--- src/rtl/fifo_sync.sv ---
// Single-clock FIFO controller driving one ram_2port; pointers, occupancy and registered flags.
// Optional almost-full/almost-empty flags are enabled by defining FIFO_ALMOST_FLAGS_EN.

module ram_2port #(
   parameter int WIDTH = 16,
   parameter int DEPTH = 256
) (
   input  logic                     i_rst,
   input  logic                     i_wr_clk,
   input  logic [$clog2(DEPTH)-1:0] i_wr_addr,
   input  logic                     i_wr_dv,
   input  logic [WIDTH-1:0]         i_wr_data,
   input  logic                     i_rd_clk,
   input  logic [$clog2(DEPTH)-1:0] i_rd_addr,
   input  logic                     i_rd_en,
   output logic                     o_rd_dv,
   output logic [WIDTH-1:0]         o_rd_data
);
   logic [WIDTH-1:0] mem [DEPTH];

   always_ff @(posedge i_wr_clk) begin
      if (i_wr_dv) mem[i_wr_addr] <= i_wr_data;
   end

   // Data path is not reset; only the valid strobe is, so a reset kills an in-flight read.
   always_ff @(posedge i_rd_clk) begin
      if (i_rd_en) o_rd_data <= mem[i_rd_addr];
   end

   always_ff @(posedge i_rd_clk or posedge i_rst) begin
      if (i_rst) o_rd_dv <= 1'b0;
      else       o_rd_dv <= i_rd_en;
   end
endmodule

module fifo_sync #(
   parameter int WIDTH    = 16,
   parameter int DEPTH    = 256,
   parameter int AF_LEVEL = DEPTH - 4,
   parameter int AE_LEVEL = 4
) (
   input  logic                     i_clk,
   input  logic                     i_rst,
   input  logic                     i_wr_dv,
   input  logic [WIDTH-1:0]         i_wr_data,
   output logic                     o_full,
   input  logic                     i_rd_en,
   output logic                     o_rd_dv,
   output logic [WIDTH-1:0]         o_rd_data,
   output logic                     o_empty,
   output logic [$clog2(DEPTH):0]   o_count,
   output logic                     o_af,
   output logic                     o_ae
);
   localparam int AW = $clog2(DEPTH);
   localparam int CW = AW + 1;

   if (DEPTH < 4 || (DEPTH & (DEPTH - 1)) != 0) begin : g_depth_chk
      $error("fifo_sync: DEPTH must be a power of 2 and >= 4");
   end

   if (AE_LEVEL >= AF_LEVEL) begin : g_level_chk
      $error("fifo_sync: AE_LEVEL must be below AF_LEVEL");
   end

   logic [AW-1:0] wr_ptr, rd_ptr;
   logic [CW-1:0] count, count_nxt;
   logic          empty_q, full_q;
   logic          wr_acc, rd_acc;

   assign wr_acc = i_wr_dv & ~full_q;
   assign rd_acc = i_rd_en & ~empty_q;

   always_comb begin
      count_nxt = count;
      case ({wr_acc, rd_acc})
         2'b10:   count_nxt = count + 1'b1;
         2'b01:   count_nxt = count - 1'b1;
         default: count_nxt = count;
      endcase
   end

   always_ff @(posedge i_clk or posedge i_rst) begin
      if (i_rst) begin
         wr_ptr  <= '0;
         rd_ptr  <= '0;
         count   <= '0;
         empty_q <= 1'b1;
         full_q  <= 1'b0;
      end else begin
         if (wr_acc) wr_ptr <= wr_ptr + 1'b1;
         if (rd_acc) rd_ptr <= rd_ptr + 1'b1;
         count   <= count_nxt;
         empty_q <= (count_nxt == '0);
         full_q  <= (count_nxt == CW'(DEPTH));
      end
   end

`ifdef FIFO_ALMOST_FLAGS_EN
   logic af_q, ae_q;

   always_ff @(posedge i_clk or posedge i_rst) begin
      if (i_rst) begin
         af_q <= 1'b0;
         ae_q <= 1'b1;
      end else begin
         af_q <= (count_nxt >= CW'(AF_LEVEL));
         ae_q <= (count_nxt <= CW'(AE_LEVEL));
      end
   end

   assign o_af = af_q;
   assign o_ae = ae_q;
`else
   assign o_af = 1'b0;
   assign o_ae = 1'b1;
`endif

   assign o_full  = full_q;
   assign o_empty = empty_q;
   assign o_count = count;

   ram_2port #(
      .WIDTH (WIDTH),
      .DEPTH (DEPTH)
   ) u_ram (
      .i_rst     (i_rst),
      .i_wr_clk  (i_clk),
      .i_wr_addr (wr_ptr),
      .i_wr_dv   (wr_acc),
      .i_wr_data (i_wr_data),
      .i_rd_clk  (i_clk),
      .i_rd_addr (rd_ptr),
      .i_rd_en   (rd_acc),
      .o_rd_dv   (o_rd_dv),
      .o_rd_data (o_rd_data)
   );
endmodule

--- config.mk ---
export PLATFORM = sky130hd
export DESIGN_NAME = fifo_sync
export DESIGN_NICKNAME = d
export VERILOG_FILES = /design/src/rtl/fifo_sync.sv
export SDC_FILE = /design/constraint.sdc
export NUM_CORES = 2
export LEC_CHECK = 0
export ABC_AREA = 1
export BUFFER_PORTS_ARGS = -buffer_cell sky130_fd_sc_hd__buf_2
export CAP_MARGIN = 20
export CORE_UTILIZATION = 50
export DETAILED_ROUTE_END_ITERATION = 16
export PLACE_DENSITY = 0.62
export SLEW_MARGIN = 30
export SYNTH_ARGS = -nofsm -noshare
export SYNTH_HDL_FRONTEND = slang
export SYNTH_SLANG_ARGS = --single-unit
--- constraint.sdc ---
create_clock -name i_clk -period 7.9 [get_ports i_clk]
set_clock_uncertainty 0.1 [all_clocks]
set_input_delay 1.185 -clock i_clk [delete_from_list [all_inputs] [get_ports i_clk]]
set_output_delay 1.185 -clock i_clk [all_outputs]
set_load 0.1 [all_outputs]
# Yosys cells after proc, flatten, opt, wreduce, memory -nomap -nowiden
# Memories as Yosys holds them, arrays and structs flattened. A register that Yosys moved wholly into a read port is not among the register bits.
# Cells that the tools add are included.
dict set report word_totals {
  ff_bits 28
  latchBits 0
  mem_bits_rw 4096
  rom_bits 0
  inputBits 20
  out_inout_bits 30
  mem_count 1
}
# memory depth word_bits read_ports rd_clocked_by_memory_dff write_ports line
set mem_list {}
lappend mem_list {u_ram.mem 256 16 1 1 1 19} ;# logic [WIDTH-1:0] mem [DEPTH];
dict set report op_classes {
  n_addsub 4
  n_mul 0
  div_mod_pow 0
  order_cmp 0
  eq_ne 3
  shift 0
  mux 3
  bitwise 4
  reduce_logical 1
}
# op count
set ops {}
lappend ops {{$pmux 9 s2} 1}
lappend ops {{$add 8x1->8 const B} 2}
lappend ops {{$add 9x1->9 const B} 1}
lappend ops {{$eq 9x9->1 const B} 1}
lappend ops {{$logic_not 9->1} 1}
lappend ops {{$sub 9x1->9 const B} 1}
lappend ops {{$and 1x1->1} 2}
lappend ops {{$eq 2x1->1 const B} 1}
lappend ops {{$eq 2x2->1 const B} 1}
lappend ops {{$mux 1} 2}
lappend ops {{$not 1->1} 2}

# Longest topological paths before layout
dict set report logic_depth {
  word_depth 5
  depth_mapped 19
  mapped_depth_nobuf 19
}

# Modules after synthesis
# From an unflattened synthesis, not the netlist that was laid out.
dict set report hier_totals {
  hier_cells 13858
  hier_area_um2 167733.4
}
# module n_inst cells_per_inst area_each_um2 seq_area_each_um2
set by_module_without_submodules {}
lappend by_module_without_submodules {ram_2port 1 13619 165957.9 123503.4}
lappend by_module_without_submodules {fifo_sync 1 239 1775.5 676.9}

# Worst setup path after synthesis
# Ideal clock, no wire load.
dict set report synth_path {
  path_kind {in2reg}
  startpoint {in i_wr_dv}
  endpoint {mem u_ram.mem[191][0], enable pin}
  setup_time_ns 0.409
  t_arrival_ns 3.091
  slack_ns 4.300
  path_stages 6
  path_buffers 0
  cell_sequence {inv_1 nor2_1 nand2_1 nor2_1 nand2_1 nor3_1}
}
dict set report synth_via {
  elab_chain_cells 3
}
# element line
set synth_lines {}
lappend synth_lines {{start: declaration} 44} ;# input logic i_wr_dv,
lappend synth_lines {{$and 1x1->1} 71} ;# assign wr_acc = i_wr_dv & ~full_q;
lappend synth_lines {{$mux 1} 22} ;# if (i_wr_dv) mem[i_wr_addr] <= i_wr_data;
lappend synth_lines {{$mux 1 (implied by the code)} 22}
lappend synth_lines {{end: declaration} 19}
# No other way between the ends.

==> results_dict.tcl <==
set metrics [dict create \
    ys_warn_count 0 \
    yosys.area.top_type "edfxtp_1" \
    avgRoutedWirePerCell_um 27.97 \
    post-cts-setup-buffers 0 \
    drtPass1Iterations 6 \
    ioPinCount 50 \
    synth_top_area_share 0.7466 \
    first_global_vias 101800 \
    area_growth_pct 11.31 \
    start_util 0.5039 \
    grt_start_max_net_pins 233 \
    maxCapViolCount 0 \
    drcViolationCount 0 \
    track_usage 0.2925 \
    fin_crit_sh 0.5949 \
    overflow 0 \
    peakVddDrop_v 0.0003773 \
    hold_path.class "primary input to asynchronous set/reset pin" \
    tightest_slew_ps 1233 \
    clk_path_buf_depth 4 \
    core_area_mm2 0.3282 \
    port-buffer-count 47 \
    drt_iter0_drc 15350 \
    cts_buffers 417 \
    syn_area_mm2 0.1654 \
    cts_tree "yes" \
    regArea_mm2 0.1242 \
    yosysMostFrequentCell "edfxtp_1" \
    final.min_clock_period_ps 4700 \
    crit_type "register to register" \
    synthTopCellsByCount "edfxtp_1, nor2_1, o21ai_0" \
    hpwl_um 271200 \
    worst_r2r_path_depth 13 \
    gp_congestion 0.8955 \
    r2r-end "u_ram.o_rd_data[10]$_DFFE_PP_" \
    cts_hold_buffers 0 \
    dieArea_mm2 0.3331 \
    cp_data_arrival_time_ps 5450 \
    setup_tns_ps 0 \
    nFillCells 26330 \
    grt_antenna_before_repair 27 \
    slew_headroom 0.1780 \
    syn_inst 13140 \
    p_per_area_mw_per_mm2 368.8 \
    outcome "complete, no violations" \
    setup_violations 0 \
    drv_slew 0 \
    ys.flop_type "edfxtp_1" \
    synth_area_leaders "edfxtp_1, nor2_1, o21ai_0, nand2_1, o211ai_1" \
    seq_area_frac_synth 0.7509 \
    reg2reg_slack_ps 3200 \
    nNetsFinal 13120 \
    worstSetupStartpointType "register" \
    viasPerCell 6.132 \
    hold_viol_final 0 \
    clock_sinks 4140 \
    critPathCaptureType "register" \
    syn-num-nets 13160 \
    vias 109100 \
    synth_edf_count 4112 \
    rsz0062_at_grt "false" \
    max_freq_mhz 212.8 \
    die_w_um 577.1 \
    async_flop_share 0.006763 \
    required_ps 8650 \
    multi_input_area_mm2 0.03670 \
    root_buffer "clkbuf_16" \
    critPathMaxFanout 143 \
    worstReg2RegStart "rd_ptr[1]$_DFFE_PP0P_" \
    p_leak_nw 60.32 \
    clk-insertion-delay-late_ps 990 \
    fp.dieH_um 577.1 \
    cts_resized 0 \
    worst_hold_slack_ps 195.7 \
    wirelength_um 497700 \
    yosys.cell_types.count 37 \
    cts.reportedPaths.clkPinSlew_ps 60 \
    syn_avg_cell_area_um2 12.59 \
    layout-drive-gt1-share 0.07949 \
    ctsHtreeMaxLevel 5 \
    rows 210 \
    grt_pass1_wl_um 713300 \
    ant_nets 0 \
    ys_ff_latch 4140 \
]
[logic make-up (layout without fill, tap and decap cells)]
logic type / count (synthesis) / after routing / share of synthesized area
muxes: 2 / 2 / 0.0001211
buffers and inverters: 1001 / 1299 / 0.02846
DFF: 4140 / 4140 / 0.7509
xor gates and xnor gates: 17 / 17 / 0.0009004
and+or+nand+nor: 4952 / 4952 / 0.1174
other: 2 / 13 / 0.00004541
AOI/OAI and AO/OA: 3016 / 3016 / 0.1016
adders and majority gates: 7 / 7 / 0.0005296
[stage by stage]
| step | power, mW | std cells | util | setup WS [ps] | cell area [µm²] |
|---|---|---|---|---|---|
| 6_report | 67.88 | 17790 | 0.5609 | 3200 | 184100 |
| 5_1_grt | 70.36 | 17780 | 0.5609 | 3089 | 184100 |
| 4_1_cts | 67.58 | 17780 | 0.5603 | 3325 | 183900 |
| 3_5_place_dp | 48.44 | 17010 | 0.5199 | 3336 | 170600 |
| 3_3_place_gp | 48.20 | 17010 | 0.5197 | 3337 | 170500 |
| 2_1_floorplan | 39.47 | 13140 | - | 4300 | 165400 |
[worst max-delay path by stage]
stage	depth (start not counted)	to	startpoint	slack [ps]
after CTS	12	u_ram.o_rd_data[3]$_DFFE_PP_	rd_ptr[1]$_DFFE_PP0P_	3330
after floorplan	6	u_ram.mem[191][0]$_DFFE_PP_	i_wr_dv	4300
final	13	u_ram.o_rd_data[10]$_DFFE_PP_	rd_ptr[1]$_DFFE_PP0P_	3200
after detailed placement	12	u_ram.o_rd_data[3]$_DFFE_PP_	rd_ptr[1]$_DFFE_PP0P_	3340
after global placement	12	u_ram.o_rd_data[3]$_DFFE_PP_	rd_ptr[1]$_DFFE_PP0P_	3340
after global routing	13	u_ram.o_rd_data[6]$_DFFE_PP_	rd_ptr[1]$_DFFE_PP0P_	3090
[report_power, final]
group | switching [mW] | leakage (nW) | internal (mW)
clock | 8.38 | 6.46 | 11.0
sequential | 0.286 | 37.3 | 24.5
combinational | 18.1 | 16.6 | 5.53
total | 26.8 | 60.3 | 41.1
[state kept, by name, summed over array words and instances (netlist names)]
register and cells:
u_ram.mem 4096, wr_ptr 8, o_count 9, o_full 1
u_ram.o_rd_data 16, u_ram.o_rd_dv 1, o_empty 1, rd_ptr 8
[final cells by class]
| class | instances | area share |
|---|---|---|
| antenna | 11 | 0.0001495 |
| clock buffer | 523 | 0.05970 |
| clock inverter | 241 | 0.01226 |
| inverter | 87 | 0.001991 |
| multi-input combinational | 7996 | 0.1993 |
| sequential | 4140 | 0.6747 |
| tap | 4346 | 0.02954 |
| timing repair buffer | 448 | 0.02234 |
[layout by cell type (no fill, tap or decap), types with 97 or more instances in the layout]
| master | n |
|---|---|
| a21oi_1 | 338 |
| buf_4 | 348 |
| clkbuf_1 | 97 |
| clkbuf_16 | 423 |
| clkinv_1 | 107 |
| edfxtp_1 | 4112 |
| nand2_1 | 1673 |
| nand3_1 | 494 |
| nor2_1 | 2625 |
| o211ai_1 | 449 |
| o21ai_0 | 1763 |
| o22ai_1 | 374 |
[critical path: stages (launching register included)]
cell	delay [ps]
dfrtp_4	750
buf_12	520
buf_4	540
buf_4	570
o21ai_0	220
o22ai_1	200
nand2_1	90
a21oi_1	140
nand2_1	60
nand2_1	450
nand2_1	300
nand2_1	150
nand3_1	110
nand2_1	100
[routing by layer]
| layer | wire [µm] | track usage | part of all wire |
|---|---|---|---|
| met1 | 195900 | 0.4070 | 0.39 |
| met2 | 226900 | 0.4515 | 0.46 |
| met3 | 50860 | 0.05350 | 0.10 |
| met4 | 23830 | 0.1324 | 0.048 |
| met5 | 146 | 0 | 0.00029 |
Note: power is estimated with default switching activity, not from simulation.
